===== src/rtl/puf_rng_sequencer.sv =====
// Sequencer for the arbiter-PUF RNG core: serial seeding, warm-up, collection of
// validated bits into words, valid/ready delivery, and repetition/stall health checks.
// All outputs are registered and change on the same edge as the state register.
module puf_rng_sequencer #(
    parameter int unsigned SEED_LEN    = 128,
    parameter int unsigned WORD_W      = 32,
    parameter int unsigned WARMUP_CYC  = 64,
    parameter int unsigned RCT_LIMIT   = 32,
    parameter int unsigned TIMEOUT_CYC = 256
) (
    input  logic                clock,
    input  logic                reset_n,
    input  logic                start,
    input  logic                stop,
    input  logic [SEED_LEN-1:0] seed_in,
    input  logic                rng_rnd,
    input  logic                rng_valid,
    output logic                rng_init_vec,
    output logic                rng_load,
    output logic                rng_en,
    output logic [WORD_W-1:0]   word_out,
    output logic                word_valid,
    input  logic                word_ready,
    output logic                busy,
    output logic                health_err,
    output logic [1:0]          err_code
);

    localparam logic [2:0] StIdle    = 3'd0;
    localparam logic [2:0] StSeed    = 3'd1;
    localparam logic [2:0] StWarmup  = 3'd2;
    localparam logic [2:0] StCollect = 3'd3;
    localparam logic [2:0] StHold    = 3'd4;
    localparam logic [2:0] StFault   = 3'd5;

    localparam logic [1:0] ErrNone = 2'b00;
    localparam logic [1:0] ErrRep  = 2'b01;
    localparam logic [1:0] ErrTmo  = 2'b10;

    localparam int unsigned PhMax = (SEED_LEN > WARMUP_CYC) ? SEED_LEN : WARMUP_CYC;
    localparam int unsigned PhW   = (PhMax > 1) ? $clog2(PhMax) : 1;
    localparam int unsigned BitW  = (WORD_W > 1) ? $clog2(WORD_W) : 1;
    localparam int unsigned RepW  = $clog2(RCT_LIMIT + 1);
    localparam int unsigned TmoW  = $clog2(TIMEOUT_CYC + 1);

    logic [2:0]          state_q, state_d;
    logic [SEED_LEN-1:0] seed_q, seed_d;
    logic [PhW-1:0]      phase_q, phase_d;
    // Only the first WORD_W-1 bits of a word live here; the last bit goes straight out.
    logic [WORD_W-2:0]   word_sh_q, word_sh_d;
    logic [BitW-1:0]     bit_q, bit_d;
    logic [RepW-1:0]     rep_q, rep_d;
    logic                last_q, last_d;
    logic [TmoW-1:0]     tmo_q, tmo_d;
    logic                stop_pend_q, stop_pend_d;

    logic                init_vec_d, load_d, en_d, valid_d, busy_d, herr_d;
    logic [WORD_W-1:0]   word_out_d;
    logic [1:0]          err_d;

    logic [RepW-1:0]     rep_next;
    logic [WORD_W-1:0]   word_next;
    logic [TmoW-1:0]     tmo_next;
    logic                enter_seed, go_idle;

    // Next-state and registered-output decode
    always_comb begin
        state_d     = state_q;
        seed_d      = seed_q;
        phase_d     = phase_q;
        word_sh_d   = word_sh_q;
        bit_d       = bit_q;
        rep_d       = rep_q;
        last_d      = last_q;
        tmo_d       = tmo_q;
        stop_pend_d = stop_pend_q;
        init_vec_d  = 1'b0;
        load_d      = 1'b0;
        en_d        = 1'b0;
        valid_d     = 1'b0;
        word_out_d  = word_out;
        err_d       = err_code;
        herr_d      = health_err;
        enter_seed  = 1'b0;
        go_idle     = 1'b0;

        rep_next  = (rng_rnd == last_q) ? rep_q + RepW'(1) : RepW'(1);
        word_next = {word_sh_q, rng_rnd};
        tmo_next  = tmo_q + TmoW'(1);

        unique case (state_q)
            StIdle: begin
                // stop has priority over a coincident start
                if (start && !stop) enter_seed = 1'b1;
            end
            StSeed: begin
                if (stop) begin
                    go_idle = 1'b1;
                end else if (phase_q == PhW'(SEED_LEN - 1)) begin
                    state_d = StWarmup;
                    phase_d = '0;
                    en_d    = 1'b1;
                end else begin
                    phase_d    = phase_q + PhW'(1);
                    load_d     = 1'b1;
                    en_d       = 1'b1;
                    init_vec_d = seed_q[SEED_LEN-1];
                    seed_d     = seed_q << 1;
                end
            end
            StWarmup: begin
                if (stop) begin
                    go_idle = 1'b1;
                end else begin
                    en_d = 1'b1;
                    if (phase_q == PhW'(WARMUP_CYC - 1)) begin
                        state_d = StCollect;
                        phase_d = '0;
                    end else begin
                        phase_d = phase_q + PhW'(1);
                    end
                end
            end
            StCollect: begin
                en_d = 1'b1;
                if (stop) begin
                    go_idle = 1'b1;
                end else if (rng_valid) begin
                    rep_d     = rep_next;
                    last_d    = rng_rnd;
                    tmo_d     = '0;
                    word_sh_d = word_next[WORD_W-2:0];
                    bit_d     = bit_q + BitW'(1);
                    // A repetition failure wins over a word completing on the same bit
                    if (rep_next == RepW'(RCT_LIMIT)) begin
                        state_d = StFault;
                        herr_d  = 1'b1;
                        err_d   = ErrRep;
                        en_d    = 1'b0;
                        bit_d   = '0;
                    end else if (bit_q == BitW'(WORD_W - 1)) begin
                        state_d    = StHold;
                        word_out_d = word_next;
                        valid_d    = 1'b1;
                        en_d       = 1'b0;
                        bit_d      = '0;
                    end
                end else begin
                    tmo_d = tmo_next;
                    if (tmo_next == TmoW'(TIMEOUT_CYC)) begin
                        state_d = StFault;
                        herr_d  = 1'b1;
                        err_d   = ErrTmo;
                        en_d    = 1'b0;
                        bit_d   = '0;
                    end
                end
            end
            StHold: begin
                valid_d     = 1'b1;
                // A stop seen while holding is remembered and honoured after the handshake
                stop_pend_d = stop_pend_q | stop;
                if (word_valid && word_ready) begin
                    valid_d     = 1'b0;
                    bit_d       = '0;
                    stop_pend_d = 1'b0;
                    if (stop || stop_pend_q) begin
                        go_idle = 1'b1;
                    end else begin
                        state_d = StCollect;
                        en_d    = 1'b1;
                    end
                end
            end
            StFault: begin
                if (stop) begin
                    go_idle = 1'b1;
                end else if (start) begin
                    enter_seed = 1'b1;
                end
            end
            default: begin
                state_d = StIdle;
            end
        endcase

        if (go_idle) begin
            state_d     = StIdle;
            init_vec_d  = 1'b0;
            load_d      = 1'b0;
            en_d        = 1'b0;
            valid_d     = 1'b0;
            word_out_d  = '0;
            bit_d       = '0;
            stop_pend_d = 1'b0;
        end

        if (enter_seed) begin
            state_d     = StSeed;
            seed_d      = seed_in << 1;
            init_vec_d  = seed_in[SEED_LEN-1];
            load_d      = 1'b1;
            en_d        = 1'b1;
            valid_d     = 1'b0;
            phase_d     = '0;
            bit_d       = '0;
            rep_d       = '0;
            last_d      = 1'b0;
            tmo_d       = '0;
            stop_pend_d = 1'b0;
            word_out_d  = '0;
            herr_d      = 1'b0;
            err_d       = ErrNone;
        end

        busy_d = (state_d != StIdle) && (state_d != StFault);
    end

    // State, counters and registered outputs
    always_ff @(posedge clock or negedge reset_n) begin
        if (!reset_n) begin
            state_q      <= StIdle;
            seed_q       <= '0;
            phase_q      <= '0;
            word_sh_q    <= '0;
            bit_q        <= '0;
            rep_q        <= '0;
            last_q       <= 1'b0;
            tmo_q        <= '0;
            stop_pend_q  <= 1'b0;
            rng_init_vec <= 1'b0;
            rng_load     <= 1'b0;
            rng_en       <= 1'b0;
            word_out     <= '0;
            word_valid   <= 1'b0;
            busy         <= 1'b0;
            health_err   <= 1'b0;
            err_code     <= ErrNone;
        end else begin
            state_q      <= state_d;
            seed_q       <= seed_d;
            phase_q      <= phase_d;
            word_sh_q    <= word_sh_d;
            bit_q        <= bit_d;
            rep_q        <= rep_d;
            last_q       <= last_d;
            tmo_q        <= tmo_d;
            stop_pend_q  <= stop_pend_d;
            rng_init_vec <= init_vec_d;
            rng_load     <= load_d;
            rng_en       <= en_d;
            word_out     <= word_out_d;
            word_valid   <= valid_d;
            busy         <= busy_d;
            health_err   <= herr_d;
            err_code     <= err_d;
        end
    end

endmodule


===== config.mk =====
export PLATFORM = sky130hd
export DESIGN_NAME = puf_rng_sequencer
export DESIGN_NICKNAME = d
export VERILOG_FILES = /design/src/rtl/puf_rng_sequencer.sv
export SDC_FILE = /design/constraint.sdc
export NUM_CORES = 1
export LEC_CHECK = 0
export ABC_AREA = 1
export CORE_ASPECT_RATIO = 2
export CORE_MARGIN = 5
export CORE_UTILIZATION = 44
export DETAILED_ROUTE_END_ITERATION = 12
export GPL_ROUTABILITY_DRIVEN = 0
export GPL_TIMING_DRIVEN = 0
export HOLD_SLACK_MARGIN = 0.1
export PLACE_DENSITY = 0.71
export SYNTH_ARGS = -nofsm -noshare
export SYNTH_HDL_FRONTEND = slang
export SYNTH_SLANG_ARGS = --single-unit

===== constraint.sdc =====
create_clock -name clock -period 1.8 [get_ports clock]
set_input_delay 0.36 -clock clock [delete_from_list [all_inputs] [get_ports clock]]
set_output_delay 0.36 -clock clock [all_outputs]
set_load 0.05 [all_outputs]

Yosys cells after proc, flatten, opt, wreduce, memory -nomap -nowiden --
Cells that the tools add are included.
Word-level totals: register bits after elaboration 231, input port bits 135, output and inout bits 40
Cells by class: $add $sub $neg 4, equal/unequal tests 22, multiplexer cells 106, bitwise gates (word level) 2, reductions and logical operators 28
Operators by type and width (number):
- $mux W128 | 4
- $mux W32 | 7
- $mux W1 | 47
- $mux W5 | 8
- $mux W3 | 13
- $mux W9 | 4
- $mux W7 | 5
- $mux W6 | 5
- $reduce_bool A3 Y1 | 7
- $pmux W3 S5 | 1
- $pmux W7 S2 | 1
- $mux W2 | 6
- $ne A3 B3 Y1 const B | 4
- $reduce_and A3 Y1 | 4
- $pmux W5 S2 | 1
- $add A9 B1 Y9 const B | 1
- $eq A9 B9 Y1 const B | 1
- $ne A4 B4 Y1 const B | 2
- $reduce_and A4 Y1 | 2
- $add A7 B1 Y7 const B | 1
- $eq A7 B6 Y1 const B | 1
- $eq A7 B7 Y1 const B | 1
- $add A6 B1 Y6 const B | 1
- $eq A3 B2 Y1 const B | 2
- other kinds (24) | 33

Longest topological paths before layout --
word-level depth 11, gate-level depth with buffers 16, depth with buffers taken out 16

Worst setup path after synthesis --
Ideal clock, no wire load.
kind flip-flop to flip-flop, from register rep_q[0], to register word_out[23], setup time 0.118 ns, arrival time 1.709 ns, data required time 1.682 ns, slack -0.027 ns, cell stages (with the launch flop) 15, buffers on the path 2, cells stage by stage dfrtp_1 ha_1 inv_1 nand2_1 nand2_1 nand2_1 nor2_1 nand3_1 nor2_1 nand2_1 and3_1 buf_6 buf_6 nand3_2 o21ai_2
Between the ends: word-level cells in the longest chain between the ends 5
RTL lines:
- from (decl) | line 52 | logic [RepW-1:0] rep_q, rep_d;
- from (signal assigned) | line 245 | rep_q <= rep_d;
- $add A6 B1 Y6 | line 87 | rep_next = (rng_rnd == last_q) ? rep_q + RepW'(1) : RepW'(1);
- $mux W6 | line 87
- $eq A6 B6 Y1 | line 135 | if (rep_next == RepW'(RCT_LIMIT)) begin
- $ne A3 B3 Y1 (no source line)
- $reduce_and A5 Y1 (no source line)
- to (signal assigned) | line 252 | word_out <= word_out_d;
- to (decl) | line 21 | output logic [WORD_W-1:0] word_out,
No other way between the ends. A chain may end at the register's enable or synchronous reset.

Final worst setup path --
from register rep_q[1], to register word_out[8]
The elaborated chain is that of the path after synthesis.

==> results by group <==
Setup path
  – Critical Path Start Type: register
  – Worst path buffer plus inverter count: 3
  – CP max-delay cell: dfrtp_1
  – Kind of critical path: reg2reg
  – Top Family by Delay on Critical Path: simple AND/OR/NAND/NOR gates
  – Critical Path Fanout Max: 8
  – CP Data Required Time: 2.20 ns
  – WP data arrival: 2.45 ns
  – Setup crit end kind: register
  – CP dominant cell by count: nand2_1
  – Critical path, cell by cell: ha_4 -> inv_2 -> nand2_1 -> nand2_1 -> nand2_1 -> nor2_2 -> nand3_4 -> nor2_4 -> nand2_1 -> and3_4 -> buf_12 -> clkbuf_16 -> nand3_2 -> o21ai_1
  – CP peak stage delay: between 0.4 and 0.5 ns

STA
  – Clock Skews: between 0.015 and 0.02 ns
  – Worst-Margin Slew: 0.653 ns
  – Setup WS post-layout: -0.253 ns
  – Final hold vios: 0
  – Endpoints failing setup: 164
  – Period minus WS final: 2.05 ns
  – Final worst-path cycle share: 1.14
  – RSZ-0062 raised after global routing: true
  – Slew Viols, Final: 0
  – Slew margin rel.: 0.564
  – Post-route setup TNS: -20.38 ns
  – Highest clock rate: 487 MHz

Place
  – DPL Wire Length: ~19000 um
  – Area after DPL: 0.0126 mm^2
  – Pre-CTS WS: -0.919 ns
  – IO Port Bufs: around 170

Route
  – Via density per instance: 5.31
  – WL final: between 20000 and 30000 um
  – DR WL/cell: 17.3 um
  – Routed Antenna Nets: 0
  – DRT Pass-1 Iters: 4
  – Via count: 9046
  – 1st-iter DRT viols: about 470
  – Final routed DRC violation total: 0

CTS
  – CTS H-Tree Depth: 1
  – Clock slew at reported path FFs: 0.07 ns
  – Clock sinks: 230
  – Maximum clock insertion buffer count: 3
  – CTS Buf Count: 21
  – Clk root buf: clkbuf_16
  – Clk_lat worst skew: 0.51 ns
  – CTS tree: built

Global routing
  – Vias in the first global route: slightly below 10000
  – First-pass GRT wire length: 46700 um
  – Tot GR Track Use: 0.213
  – Gr ovfl total: 0
  – Largest net degree at the start of global routing: between 100 and 150
  – Initial antenna violation count: 2

Cells and area
  – Synthesis-to-layout area growth: 51.6%
  – Filler Cell Count: between 1500 and 2000
  – Multi-input logic area: 0.00492 mm^2
  – Final instance area: about 0.016 mm^2
  – Fin nets: 1546
  – Register area: 0.00576 mm^2
  – Layout cell share with drive strength beyond 1: 0.310

Yosys
  – #FFs+latches synth: 230
  – Synthesized area: between 0.01 and 0.015 mm^2
  – Post-synthesis average cell area: 9.14 um^2
  – Sequential area share after synthesis: 0.553
  – Main synth FF type: dfrtp_1
  – Synthesized net count: 1279
  – Post-synth EDFFs: 0
  – Post-synth ARST share: 1.00
  – Synth unique cells: 40
  – Post-Synthesis Cells: around 1100
  – Warnings from Yosys: 0

Floorplan
  – Core Region: roughly 0.023 mm^2
  – Die ar.: ~0.027 mm^2
  – Top Ports: 175
  – Die height: 228 um
  – Initial Util: 0.446
  – Rows: 79
  – Die W: about 120 um

Pwr
  – Leak pwr: approximately 7 nW
  – Peak VDD IR: ~1.1 mV
  – Pwr Density: 1320 mW/mm^2
  – Power Total: 0.0209 W

Outcome
  – Status: complete, but fails checks
  – Failing checks: negative setup slack

Job
  – Maxcap violations: 0

Hold path
  – HP Class: in2reg
[cell usage in the layout (no fill, tap or decap), drive strengths merged, types with 5 or more instances in the layout]
master	Yosys	layout
nand2	294	295
dfrtp	230	230
inv	211	213
clkdlybuf4s50	0	131
o221ai	122	122
buf	32	108
o21ai	66	66
nand3	61	61
clkbuf	27	53
nor2	40	40
dlygate4sd2	0	25
clkdlybuf4s15	0	13
a21oi	12	12
nand4	8	8
ha	5	5
nor3	5	5
[registers in the layout, indices dropped and copies added, names as in the netlist, 2 cells and up]
name / cells
seed_q: 127
word_out: 32
word_sh_q: 31
tmo_q: 9
phase_q: 7
rep_q: 6
bit_q: 5
state_q: 3
err_code: 2
[worst min-delay path, cell delays in order]
cell and delay, ns:
clkbuf_1 0.24, nand2_1 0.15, o21ai_1 0.06
[kinds of logic (layout without fill, tap and decap cells)]
family / Yosys count / count (layout) / synth area share
AND/OR/NAND/NOR: 412 / 413 / 0.172
buffers and inverters: 270 / 550 / 0.106
flip-flops: 230 / 230 / 0.553
AO/OA/AOI/OAI: 218 / 218 / 0.160
adder cells (fa/ha/maj): 5 / 5 / 0.00601
XOR/XNOR: 4 / 4 / 0.00336
other: 0 / 2 / 0
[report_power, final]
group          internal (W)  switching [W]
Combinational       0.00406        0.00504
Sequential          0.00672       0.000569
Clock               0.00251        0.00197
[layer usage]
layer  track usage  up-vias  part of all wire
met4         0.116        0             0.048
li1              -     4323                 -
met2         0.428      234              0.58
met1         0.205     4404              0.33
met3        0.0288       85             0.039
met5             0        -                 0
[repair_timing]
| action | in CTS | in global routing |
|---|---|---|
| hold buffers | 1 | 0 |
| endpoints found under the hold margin | 115 | 0 |
| cloned | 13 | 3 |
| pin swaps | 25 | 38 |
| setup buffers | 47 | 15 |
| setup endpoints to repair | 267 | 237 |
| resized for setup | 328 | 165 |
[synth_stat cells, drive strengths merged (2+ instances only)]
cell    instances  area, um^2
dfrtp         230        5760
a211oi          2        15.0
nand4           8        50.1
ha              5        62.6
nand2         294        1110
nand3          61         395
o21ai          66         402
o22ai           4        25.0
nor2           40         180
clkbuf         27         101
o211ai          2        15.0
a21oi          12        60.1
o31ai           2        15.0
xor2            4        35.0
a22oi           3        22.5
o221ai        122        1070
nor3            5        30.0
buf            32         214
a22o            2        17.5
inv           211         792
[final cells by class]
class / instances / area share
clock inverters: 8 / 0.00476
flip-flops and latches: 230 / 0.365
inverters: 211 / 0.0513
clock buffers: 29 / 0.0384
plain buffers: 59 / 0.0410
repair buffers: 243 / 0.165
multi-input cells: 640 / 0.312
well taps: 283 / 0.0224
diodes: 2 / 0.000317
[path summary, 6_finish.rpt]
path,start,endpoint,slack (ns),cells after the start
min,rng_valid,err_code[0]$_DFFE_PN0P_,0.36,3
min reg2reg,word_sh_q[30]$_DFFE_PN0P_,word_sh_q[30]$_DFFE_PN0P_,0.49,2
max,rep_q[1]$_DFFE_PN0P_,word_out[8]$_DFFE_PN0P_,-0.25,14
max in group asynchronous,reset_n,rep_q[0]$_DFFE_PN0P_,0.38,3
min in group asynchronous,reset_n,seed_q[117]$_DFFE_PN0P_,0.42,2
max reg2reg,rep_q[1]$_DFFE_PN0P_,word_out[8]$_DFFE_PN0P_,-0.25,14
[metrics by stage]
stage | hold WS, ns | instances | util
floorplan | 0.0644 | 1139 | -
global placement | 0.461 | 1595 | 0.537
detailed placement | 0.466 | 1596 | 0.538
CTS | 0.305 | 1691 | 0.648
global route | 0.355 | 1705 | 0.677
finish | 0.355 | 1705 | 0.677
Power figures use the tool's default switching activity.
